$ cat src/rtl/fetch_unit_if.sv
// rtl/fetch_unit_if.sv - instruction memory request/response interface
//
// Purpose: groups the single-outstanding instruction memory handshake.
// Ports (signals):
//   imem_req    fetch -> mem  request strobe, held until imem_valid
//   imem_addr   fetch -> mem  request address, held until imem_valid
//   imem_valid  mem -> fetch  response strobe, imem_rdata valid this cycle
//   imem_rdata  mem -> fetch  32-bit instruction word
// Modports: master = fetch side, slave = memory side.

interface fetch_unit_if #(
   parameter int PC_W = 64
);
   logic            imem_req;
   logic [PC_W-1:0] imem_addr;
   logic            imem_valid;
   logic [31:0]     imem_rdata;

   modport master (
      output imem_req,
      output imem_addr,
      input  imem_valid,
      input  imem_rdata
   );

   modport slave (
      input  imem_req,
      input  imem_addr,
      output imem_valid,
      output imem_rdata
   );
endinterface

$ cat src/rtl/fetch_unit.sv
// rtl/fetch_unit.sv - instruction fetch stage with IF/ID register, skid buffer and branch drain
//
// Purpose: generates sequential instruction fetches, fills the IF/ID pipeline
// register, absorbs a response that lands during a stall, and redirects on a
// taken branch while discarding any in-flight response.
// Ports:
//   clk            in   single clock, rising edge
//   arst_n         in   asynchronous active-low reset
//   stall          in   freeze pc and IF/ID (hazard hold)
//   branch_taken   in   redirect request, highest priority
//   branch_target  in   redirect address, forced to word alignment
//   imem           if   master side of the instruction memory handshake
//   pc_IF_ID       out  pc of the instruction held in IF/ID
//   instr_IF_ID    out  instruction held in IF/ID
//   valid_IF_ID    out  IF/ID holds a live instruction (0 = bubble)

module fetch_unit #(
   parameter int              PC_W     = 64,
   parameter logic [PC_W-1:0] RESET_PC = '0
) (
   input  logic                clk,
   input  logic                arst_n,
   input  logic                stall,
   input  logic                branch_taken,
   input  logic [PC_W-1:0]     branch_target,
   fetch_unit_if.master        imem,
   output logic [PC_W-1:0]     pc_IF_ID,
   output logic [31:0]         instr_IF_ID,
   output logic                valid_IF_ID
);

   typedef enum logic [1:0] {
      S_IDLE  = 2'd0,
      S_FETCH = 2'd1,
      S_HOLD  = 2'd2,
      S_DRAIN = 2'd3
   } state_t;

   state_t            state_q, state_d;
   logic [PC_W-1:0]   pc_q, pc_d;
   logic [PC_W-1:0]   if_pc_q, if_pc_d;
   logic [31:0]       if_instr_q, if_instr_d;
   logic              if_valid_q, if_valid_d;
   logic [PC_W-1:0]   skid_pc_q, skid_pc_d;
   logic [31:0]       skid_instr_q, skid_instr_d;
   logic              skid_valid_q, skid_valid_d;
   logic [PC_W-1:0]   drain_addr_q, drain_addr_d;

   logic              req_c;
   logic [PC_W-1:0]   addr_c;
   logic              resp_c;
   logic [PC_W-1:0]   pc_inc_c;
   logic [PC_W-1:0]   target_c;

   // Request is driven only while a fetch is owed to memory; in DRAIN the
   // address of the abandoned request is replayed so the bus stays stable.
   assign req_c    = (state_q == S_FETCH) || (state_q == S_DRAIN);
   assign addr_c   = (state_q == S_DRAIN) ? drain_addr_q : pc_q;
   // A strobe with no request outstanding (e.g. a stale response after reset)
   // must not be consumed.
   assign resp_c   = imem.imem_valid && req_c;
   assign pc_inc_c = pc_q + PC_W'(4);
   assign target_c = branch_target & ~PC_W'(3);

   always_comb begin
      state_d      = state_q;
      pc_d         = pc_q;
      if_pc_d      = if_pc_q;
      if_instr_d   = if_instr_q;
      if_valid_d   = if_valid_q;
      skid_pc_d    = skid_pc_q;
      skid_instr_d = skid_instr_q;
      skid_valid_d = skid_valid_q;
      drain_addr_d = drain_addr_q;

      if (branch_taken) begin
         // Redirect beats stall and any response; IF/ID becomes a bubble
         // while its payload is left in place.
         pc_d         = target_c;
         if_valid_d   = 1'b0;
         skid_valid_d = 1'b0;
         unique case (state_q)
            S_FETCH: begin
               if (resp_c) begin
                  state_d = S_FETCH;
               end else begin
                  // Memory still owes a response to pc_q; wait it out.
                  state_d      = S_DRAIN;
                  drain_addr_d = pc_q;
               end
            end
            S_DRAIN: begin
               state_d = resp_c ? S_FETCH : S_DRAIN;
            end
            default: begin
               state_d = S_FETCH;
            end
         endcase
      end else begin
         unique case (state_q)
            S_IDLE: begin
               state_d = S_FETCH;
            end
            S_FETCH: begin
               if (resp_c) begin
                  if (stall) begin
                     skid_pc_d    = pc_q;
                     skid_instr_d = imem.imem_rdata;
                     skid_valid_d = 1'b1;
                     state_d      = S_HOLD;
                  end else begin
                     if_pc_d    = pc_q;
                     if_instr_d = imem.imem_rdata;
                     if_valid_d = 1'b1;
                     pc_d       = pc_inc_c;
                  end
               end else if (!stall) begin
                  // Decode consumed IF/ID and nothing replaced it.
                  if_valid_d = 1'b0;
               end
            end
            S_HOLD: begin
               if (!stall) begin
                  if_pc_d      = skid_pc_q;
                  if_instr_d   = skid_instr_q;
                  if_valid_d   = skid_valid_q;
                  skid_valid_d = 1'b0;
                  pc_d         = pc_inc_c;
                  state_d      = S_FETCH;
               end
            end
            S_DRAIN: begin
               if (resp_c) begin
                  state_d = S_FETCH;
               end
               if (!stall) begin
                  if_valid_d = 1'b0;
               end
            end
            default: begin
               state_d = S_IDLE;
            end
         endcase
      end
   end

   always_ff @(posedge clk or negedge arst_n) begin
      if (!arst_n) begin
         state_q      <= S_IDLE;
         pc_q         <= RESET_PC;
         if_pc_q      <= '0;
         if_instr_q   <= '0;
         if_valid_q   <= 1'b0;
         skid_pc_q    <= '0;
         skid_instr_q <= '0;
         skid_valid_q <= 1'b0;
         drain_addr_q <= '0;
      end else begin
         state_q      <= state_d;
         pc_q         <= pc_d;
         if_pc_q      <= if_pc_d;
         if_instr_q   <= if_instr_d;
         if_valid_q   <= if_valid_d;
         skid_pc_q    <= skid_pc_d;
         skid_instr_q <= skid_instr_d;
         skid_valid_q <= skid_valid_d;
         drain_addr_q <= drain_addr_d;
      end
   end

   assign imem.imem_req  = req_c;
   assign imem.imem_addr = addr_c;
   assign pc_IF_ID       = if_pc_q;
   assign instr_IF_ID    = if_instr_q;
   assign valid_IF_ID    = if_valid_q;

endmodule
$ cat src/flat_wrapper.sv
// flat-port wrapper written by rule: the top's interface ports become plain ports
module fetch_unit_flat 
#(
   parameter int              PC_W     = 64,
   parameter logic [PC_W-1:0] RESET_PC = '0
)
  (clk, arst_n, stall, branch_taken, branch_target, pc_IF_ID, instr_IF_ID, valid_IF_ID, imem_imem_req, imem_imem_addr, imem_imem_valid, imem_imem_rdata);
  fetch_unit_if #(.PC_W(PC_W)) imem_i ();
  input  logic clk;
  input  logic arst_n;
  input  logic stall;
  input  logic branch_taken;
  input  logic [PC_W-1:0] branch_target;
  output logic [PC_W-1:0] pc_IF_ID;
  output logic [31:0] instr_IF_ID;
  output logic valid_IF_ID;
  output wire logic [$bits(imem_i.imem_req)-1:0] imem_imem_req;
  output wire logic [$bits(imem_i.imem_addr)-1:0] imem_imem_addr;
  input wire logic [$bits(imem_i.imem_valid)-1:0] imem_imem_valid;
  input wire logic [$bits(imem_i.imem_rdata)-1:0] imem_imem_rdata;
  assign imem_imem_req = imem_i.imem_req;
  assign imem_imem_addr = imem_i.imem_addr;
  assign imem_i.imem_valid = imem_imem_valid;
  assign imem_i.imem_rdata = imem_imem_rdata;
  fetch_unit #(.PC_W(PC_W), .RESET_PC(RESET_PC)) u_core (.clk(clk), .arst_n(arst_n), .stall(stall), .branch_taken(branch_taken), .branch_target(branch_target), .imem(imem_i), .pc_IF_ID(pc_IF_ID), .instr_IF_ID(instr_IF_ID), .valid_IF_ID(valid_IF_ID));
endmodule
$ cat config.mk
export PLATFORM = sky130hd
export DESIGN_NAME = fetch_unit_flat
export DESIGN_NICKNAME = d
export VERILOG_FILES = /design/src/rtl/fetch_unit_if.sv /design/src/rtl/fetch_unit.sv /design/src/flat_wrapper.sv
export SDC_FILE = /design/constraint.sdc
export NUM_CORES = 1
export LEC_CHECK = 0
export CAP_MARGIN = 20
export CORE_ASPECT_RATIO = 0.7
export CORE_MARGIN = 10
export CORE_UTILIZATION = 43
export CTS_BUF_LIST = sky130_fd_sc_hd__clkbuf_2 sky130_fd_sc_hd__clkbuf_4 sky130_fd_sc_hd__clkbuf_8
export DETAILED_ROUTE_END_ITERATION = 7
export PLACE_DENSITY_LB_ADDON = 0.25
export SYNTH_ARGS = -nofsm -noshare
export SYNTH_HDL_FRONTEND = slang
export SYNTH_SLANG_ARGS = --single-unit
$ cat constraint.sdc
create_clock -name clk -period 3.83 [get_ports clk]
set_input_delay 0.5745 -clock clk [delete_from_list [all_inputs] [get_ports clk]]
set_output_delay 0.5745 -clock clk [all_outputs]
set_load 0.02 [all_outputs]
==> metrics.md, run 1 <==
| Metric | Value |
|---|---|
| Cell Pwr Density | 580 mW/mm2 |
| Final HPWL DP | 28.3 mm |
| Min Clock Period, post-route | 3.61 ns |
| 1st-pass router iterations | 5 |
| CTS sink cnt | 316 |
| Worst-path clk slew | 0.06 ns |
| GRT Util Overall | 0.196 |
| Cells after synthesis | 1415 |
| Post-Syn Area | 0.0148 mm2 |
| Leakage | 7.55 nW |
| Share of layout cells above drive strength 1 | 0.216 |
| Share of Yosys cell area claimed by the top area cell type | 0.533 |
| CTS tree | built |
| Crit path arrival time | 3.03 ns |
| Worst Tran Pin Value | 1.01 ns |
| HP Class | in2async |
| P&R area growth vs syn | 25.9% |
| Yosys cell types | 56 |
| WS Path Type | reg2out |
| Routability cong. | 0.782 |
| CTS hold repair buffers | 0 |
| Initial DRC Count | 793 |
| First-pass GRT wire length | 67.0 mm |
| Fillers | 2976 |
| Commonest non-fill, non-tap cell in the layout | dfrtp_1 |
| Final Hold Vio Count | 0 |
| Vias | 11400 |
| Die ar. | 0.0425 mm2 |
| Total Nets Final | 1732 |
| Highest-count cells in the layout ignoring fill and taps | 316 x dfrtp_1, 254 x clkdlybuf4s50_1, 248 x nand2_1, 220 x mux2_2, 131 x nor2_1 |
| Final antenna-violating net count | 0 |
| Starting density of the core | 0.439 |
| Fin Setup TNS | 0 ns |
| Sequential area share after synthesis | 0.533 |
| Register bit count reported by yosys | 316 |
| Post-synth ARST share | 1.00 |
| Cells after DPL | 2042 |
| Slew HR | 0.325 |
| Io pins | 263 |
| Port Buffers | 256 |
| Root Buffer | clkbuf_8 |
| Clk_lat worst skew | 0.60 ns |
| Post-Layout Cell Count | 2128 |
| Grt ovf | 0 |
| Routed len/inst | 20.0 um |
| Number of synthesized flops with an enable pin | 0 |
| Mean Syn Cell Area | 10.5 um2 |
| Synth area leader | dfrtp_1 |
| Worst Path Required | 3.26 ns |
| Setup bufs post-CTS | 0 |
| Ys flop type | dfrtp_1 |
| Pin count of the biggest net entering global routing | 101 |
| Outcome | finished, final reports clean |
| Setup crit end kind | output port |
| Startpoint class of the critical path | flop |
| CTS Buf Count | 50 |
| Post-cts sizing count | 0 |
| # DRC | 0 |
| Fmax | 277 MHz |
| Storage cell area | 0.00791 mm2 |
| Max VDD drop | 354 uV |
| Max cap viols | 0 |
| Total Wirelength | 42.5 mm |
| Crit share post-route | 0.941 |
| Top cells by area, synth | dfrtp_1 53%, mux2_2 17%, nand2_1 6.3%, a31oi_1 5.1%, nor2_1 3.3% |
| Area of the multi-input gates | 0.00635 mm2 |
| RSZ-0062 raised after global routing | no |
| Fin util | 0.553 |
| Vias in the first global route | 11500 |
| Worst-case clock buffer depth | 3 |
| Die height | 175 um |
| Core area | 0.0338 mm2 |
| Final setup vio count | 0 |
| Initial antenna violation count | 3 |
| Chip width | 242 um |
| Setup Skew | 0.0276 ns |
| Yosys Warn Count | 0 |
| H-tree depth | 2 |
| Rows | 56 |
| Max-slew violations | 0 |
| Peak fanout along the critical path | 31 |
| Vias per inst | 5.34 |
==> cell usage after synthesis (all sizes together), types with 3 or more instances <==
master    n
nand3    20
and2      3
nand3b    3
xor2     13
inv      10
a31oi   120
nor2    132
or4      22
o21ai    43
buf      18
or3      12
nor4     14
clkbuf  106
mux2    220
a21oi     6
dfrtp   316
nand4    23
xnor2    20
nor3      8
nand2   249
o31ai    17
and3     10
==> cells by family after synthesis <==
group | after synthesis | synth area share
flip-flops | 316 | 0.533
multiplexers | 222 | 0.168
adder cells (fa/ha/maj) | 1 | 0.000843
buffers and inverters | 136 | 0.0427
AND/OR/NAND/NOR | 509 | 0.154
AO/OA/AOI/OAI | 197 | 0.0817
XOR/XNOR | 33 | 0.0195
other | 1 | 0.000253
==> power by group <==
part / switching, mW / internal, mW / total [mW]
clock: 1.36 / 1.45 / 2.81
combinational: 1.55 / 1.69 / 3.24
sequential: 0.572 / 4.22 / 4.79
==> per-stage QoR <==
| stage | power [mW] | setup WS (ns) | area (um2) | hold WS [ns] |
|---|---|---|---|---|
| 2_1_floorplan | 6.56 | 1.26 | 14900 | 0.279 |
| 3_3_place_gp | 8.02 | 0.558 | 17700 | 0.485 |
| 3_5_place_dp | 8.12 | 0.511 | 17700 | 0.492 |
| 4_1_cts | 11.0 | 0.160 | 18700 | 0.0544 |
| 5_1_grt | 11.4 | 0.0929 | 18700 | 0.0800 |
| 6_report | 10.8 | 0.224 | 18700 | 0.0494 |
==> cell type report <==
class | instances | area share
Timing Repair Buffer | 286 | 0.153
Tap cell | 464 | 0.0311
Sequential cell | 316 | 0.423
Inverter | 10 | 0.00201
Clock buffer | 69 | 0.0461
Multi-Input combinational cell | 966 | 0.340
Antenna cell | 3 | 0.000402
Clock inverter | 14 | 0.00422
==> metal layers <==
layer	GRT usage	vias to the layer above	wire [um]
met5	0	-	0
met4	0.0486	0	722
met3	0.0388	57	2220
met2	0.316	270	19800
met1	0.265	5651	19700
li1	-	5385	-
==> worst max-delay path, stage by stage, from the launching register on <==
cell             delay (ns)
dfrtp_1                0.56
nand2_4                0.36
buf_4                  0.53
mux2_2                 0.42
clkdlybuf4s50_1        0.56
==> state kept, by name (all words and copies together) (netlist names) <==
name	count
u_core.state_q	2
u_core.pc_q	62
u_core.instr_IF_ID	32
u_core.drain_addr_q	62
u_core.pc_IF_ID	62
u_core.skid_pc_q	62
u_core.skid_instr_q	32
u_core.skid_valid_q	1
u_core.valid_IF_ID	1
==> final timing paths <==
kind	endpoint	slack (ns)	from	depth (start not counted)
max	imem_imem_addr[26]	0.22	u_core.state_q[0]	4
min	u_core.pc_IF_ID[47]	0.05	arst_n	1
max reg2reg	u_core.pc_q[50]	0.99	u_core.state_q[0]	6
min reg2reg	u_core.drain_addr_q[26]	0.50	u_core.drain_addr_q[26]	1
max in group asynchronous	u_core.pc_q[2]	2.80	arst_n	2
min in group clk	u_core.state_q[0]	0.33	branch_taken	3
Note: power is estimated with default switching activity, not from simulation.
==> inputs of run 2 (changes only) <==
--- a/config.mk
+++ b/config.mk
@@ -8,7 +8,7 @@
 export CAP_MARGIN = 20
 export CORE_ASPECT_RATIO = 0.7
 export CORE_MARGIN = 10
-export CORE_UTILIZATION = 43
+export CORE_UTILIZATION = 49
 export CTS_BUF_LIST = sky130_fd_sc_hd__clkbuf_2 sky130_fd_sc_hd__clkbuf_4 sky130_fd_sc_hd__clkbuf_8
 export DETAILED_ROUTE_END_ITERATION = 7
 export PLACE_DENSITY_LB_ADDON = 0.25
==> run 2 against run 1 <==
  * Non-clock buffer count is 6 lower
  * Clock skew fell by 0.013 ns
  * Largest cell class unchanged
  * Largest power group unchanged
  * Sequential power hardly changed
  * Register-to-register slack worse by 0.06 ns
  * Wire length down 3.2%
  * Combinational power is essentially flat
==> metrics.md, run 2 (synthesized netlist as in run 1, its figures left out) <==
| Metric | Value |
|---|---|
| Outcome | finished, final reports clean |
| Vias per inst | 5.49 (+2.9%) |
| Total Nets Final | 1726 (-0.35%) |
| Routed len/inst | 19.9 um (-0.41%) |
| CP max stage delay | 0.59 ns (+0.03 ns) |
| Final HPWL DP | 27.5 mm (-2.6%) |
| Routability cong. | 0.777 (-0.67%) |
| Core area | 0.0299 mm2 (-11%) |
| Post-cts sizing count | 0 (unchanged) |
| Clk_lat worst skew | 0.58 ns (-0.02 ns) |
| Setup bufs post-CTS | 0 (unchanged) |
| Final setup vio count | 0 (unchanged) |
| Crit share post-route | 0.876 (-0.0657) |
| Slew HR | 0.407 (+0.0823) |
| Starting density of the core | 0.496 (+0.0568) |
| Crit path max-delay cell type | clkdlybuf4s50_1 |
| Chip width | 228 um (-5.8%) |
| Vias | 11400 (-0.035%) |
| CTS hold repair buffers | 0 (unchanged) |
| RSZ-0062 raised after global routing | no |
| Area of the multi-input gates | 0.00635 mm2 (unchanged) |
| Clock network fraction of total power | 0.267 (+0.008) |
| Rows | 53 (-5.4%) |
| R2R depth | 5 (-1) |
| CTS Buf Count | 50 (unchanged) |
| P&R area growth vs syn | 25.8% |
| Crit path arrival time | 2.78 ns (-0.25 ns) |
| CP Cell Sequence | nand2_4 > buf_4 > mux2_2 > clkdlybuf4s50_1 |
| Final antenna-violating net count | 0 (unchanged) |
| Sequential power share | 0.439 (-0.003) |
| Worst Path Required | 3.26 ns (about the same) |
| 1st-pass router iterations | 5 (unchanged) |
| Logic gate share of total power | 0.294 (-0.005) |
| RR Startpoint | u_core.pc_q[32] |
| Fillers | 2432 (-18%) |
| GRT Util Overall | 0.214 (+0.0183) |
| CTS sink cnt | 316 (unchanged) |
| Max cap viols | 0 (unchanged) |
| Share of layout cells above drive strength 1 | 0.214 (-0.00237) |
| CTS tree | built |
| Vias in the first global route | 11500 (-0.28%) |
| Setup Skew | 0.0143 ns (-0.0133 ns) |
| Fmax | 298 MHz (+7.5%) |
| Grt ovf | 0 (unchanged) |
| Int Pwr | 7.53 mW (+2.2%) |
| Peak fanout along the critical path | 18 (-42%) |
| Fin Setup TNS | 0 ns (unchanged) |
| Worst-path clk slew | 0.06 ns (about the same) |
| Min Clock Period, post-route | 3.35 ns (-0.252 ns) |
| HP Class | in2async |
| Storage cell area | 0.00791 mm2 (unchanged) |
| H-tree depth | 2 (unchanged) |
| Final Hold Vio Count | 0 (unchanged) |
| RR Endpoint | u_core.pc_q[54] |
| Sw Share | 0.313 (-0.00771) |
| First-pass GRT wire length | 65.8 mm (-1.8%) |
| Die ar. | 0.0378 mm2 (-11%) |
| Highest-count cells in the layout ignoring fill and taps | 316 x dfrtp_1, 254 x clkdlybuf4s50_1, 248 x nand2_1, 220 x mux2_2, 131 x nor2_1 |
| Port Buffers | 256 (unchanged) |
| Worst Tran Pin Value | 0.889 ns (-0.123 ns) |
| Io pins | 263 (unchanged) |
| Total Wirelength | 41.1 mm (-3.2%) |
| Flop2flop setup slack | 0.93 ns (-0.06 ns) |
| Max-slew violations | 0 (unchanged) |
| Post-placement worst setup slack | 0.533 ns (+0.0214 ns) |
| Commonest non-fill, non-tap cell in the layout | dfrtp_1 |
| Leakage | 7.56 nW (about the same) |
| Initial antenna violation count | 0 (-3) |
| # DRC | 0 (unchanged) |
| Worst-case clock buffer depth | 3 (unchanged) |
| WS Path Type | reg2out |
| NetSw | 3.43 mW (-1.4%) |
| Initial DRC Count | 915 (+15%) |
| Max VDD drop | 326 uV (-8.0%) |
| Pin count of the biggest net entering global routing | 93 (-7.9%) |
| Ant diodes | 0 (-3) |
| Startpoint class of the critical path | flop |
| Die height | 166 um (-5.6%) |
| Root Buffer | clkbuf_8 |
| Cell Pwr Density | 587 mW/mm2 (+1.2%) |
| Setup WS post-layout | 0.476 ns (+0.252 ns) |
| Setup crit end kind | output port |
-- run 2: cell count changes in the layout (fill, tap and decap cells not counted) --
cell | previous run | this run
buf_12 | 6 | 8
clkinv_2 | 11 | 1
buf_4 | 24 | 16
clkbuf_4 | 14 | 19
diode_2 | 3 | 0
clkbuf_8 | 55 | 61
-- run 2: routing by layer --
metal | GRT usage | up-vias | part of all wire
li1 | - | 5366 | -
met3 | 0.0485 | 47 | 0.057
met2 | 0.336 | 296 | 0.46
met5 | 0 | - | 0
met1 | 0.294 | 5650 | 0.47
met4 | 0.0532 | 0 | 0.015
-- run 2: worst max-delay path by stage --
| stage | start | endpoint | slack (ns) | depth (start not counted) |
|---|---|---|---|---|
| finish | u_core.state_q[0] | imem_imem_addr[62] | 0.48 | 4 |
| global route | u_core.state_q[0] | imem_imem_addr[54] | 0.34 | 4 |
| CTS | u_core.state_q[0] | imem_imem_addr[58] | 0.41 | 4 |
| detailed placement | imem_imem_valid | u_core.pc_q[54] | 0.53 | 6 |
| global placement | imem_imem_valid | u_core.pc_q[54] | 0.63 | 6 |
| floorplan | branch_taken | u_core.drain_addr_q[10] | 1.26 | 5 |
-- run 2: layout make-up --
cell class                 instances  share of cell area
multi-input combinational        966               0.340
inverter                          10             0.00201
tap                              412              0.0276
clock buffer                      80              0.0526
timing repair buffer             280               0.152
sequential                       316               0.424
clock inverter                     4             0.00154
-- run 2: power by group through the flow --
stage | clock, mW | sequential (mW) | combinational [mW]
after global routing | 3.16 | 4.93 | 3.47
after CTS | 2.99 | 4.80 | 3.27
final | 2.92 | 4.81 | 3.22
after floorplan | 0 | 5.04 | 1.52
after global placement | 0 | 4.80 | 3.20
after detailed placement | 0 | 4.85 | 3.26
-- run 2: worst max-delay path: cells and delay by family (launching register included) --
family                 cells  cell delay [ns]
muxes                      1             0.37
DFF                        1             0.55
and+or+nand+nor            1             0.34
buffers and inverters      2             0.94
-- run 2: per-stage QoR --
step | hold WS [ns] | util | total power, mW | instance area, um2 | std cells
6_report | 0.0112 | 0.624 | 11.0 | 18700 | 2068
5_1_grt | 0.0331 | 0.624 | 11.6 | 18700 | 2068
4_1_cts | 0.0233 | 0.624 | 11.1 | 18700 | 2068
3_5_place_dp | 0.492 | 0.590 | 8.11 | 17700 | 1984
3_3_place_gp | 0.485 | 0.590 | 8.00 | 17700 | 1984
2_1_floorplan | 0.279 | - | 6.56 | 14900 | 1418
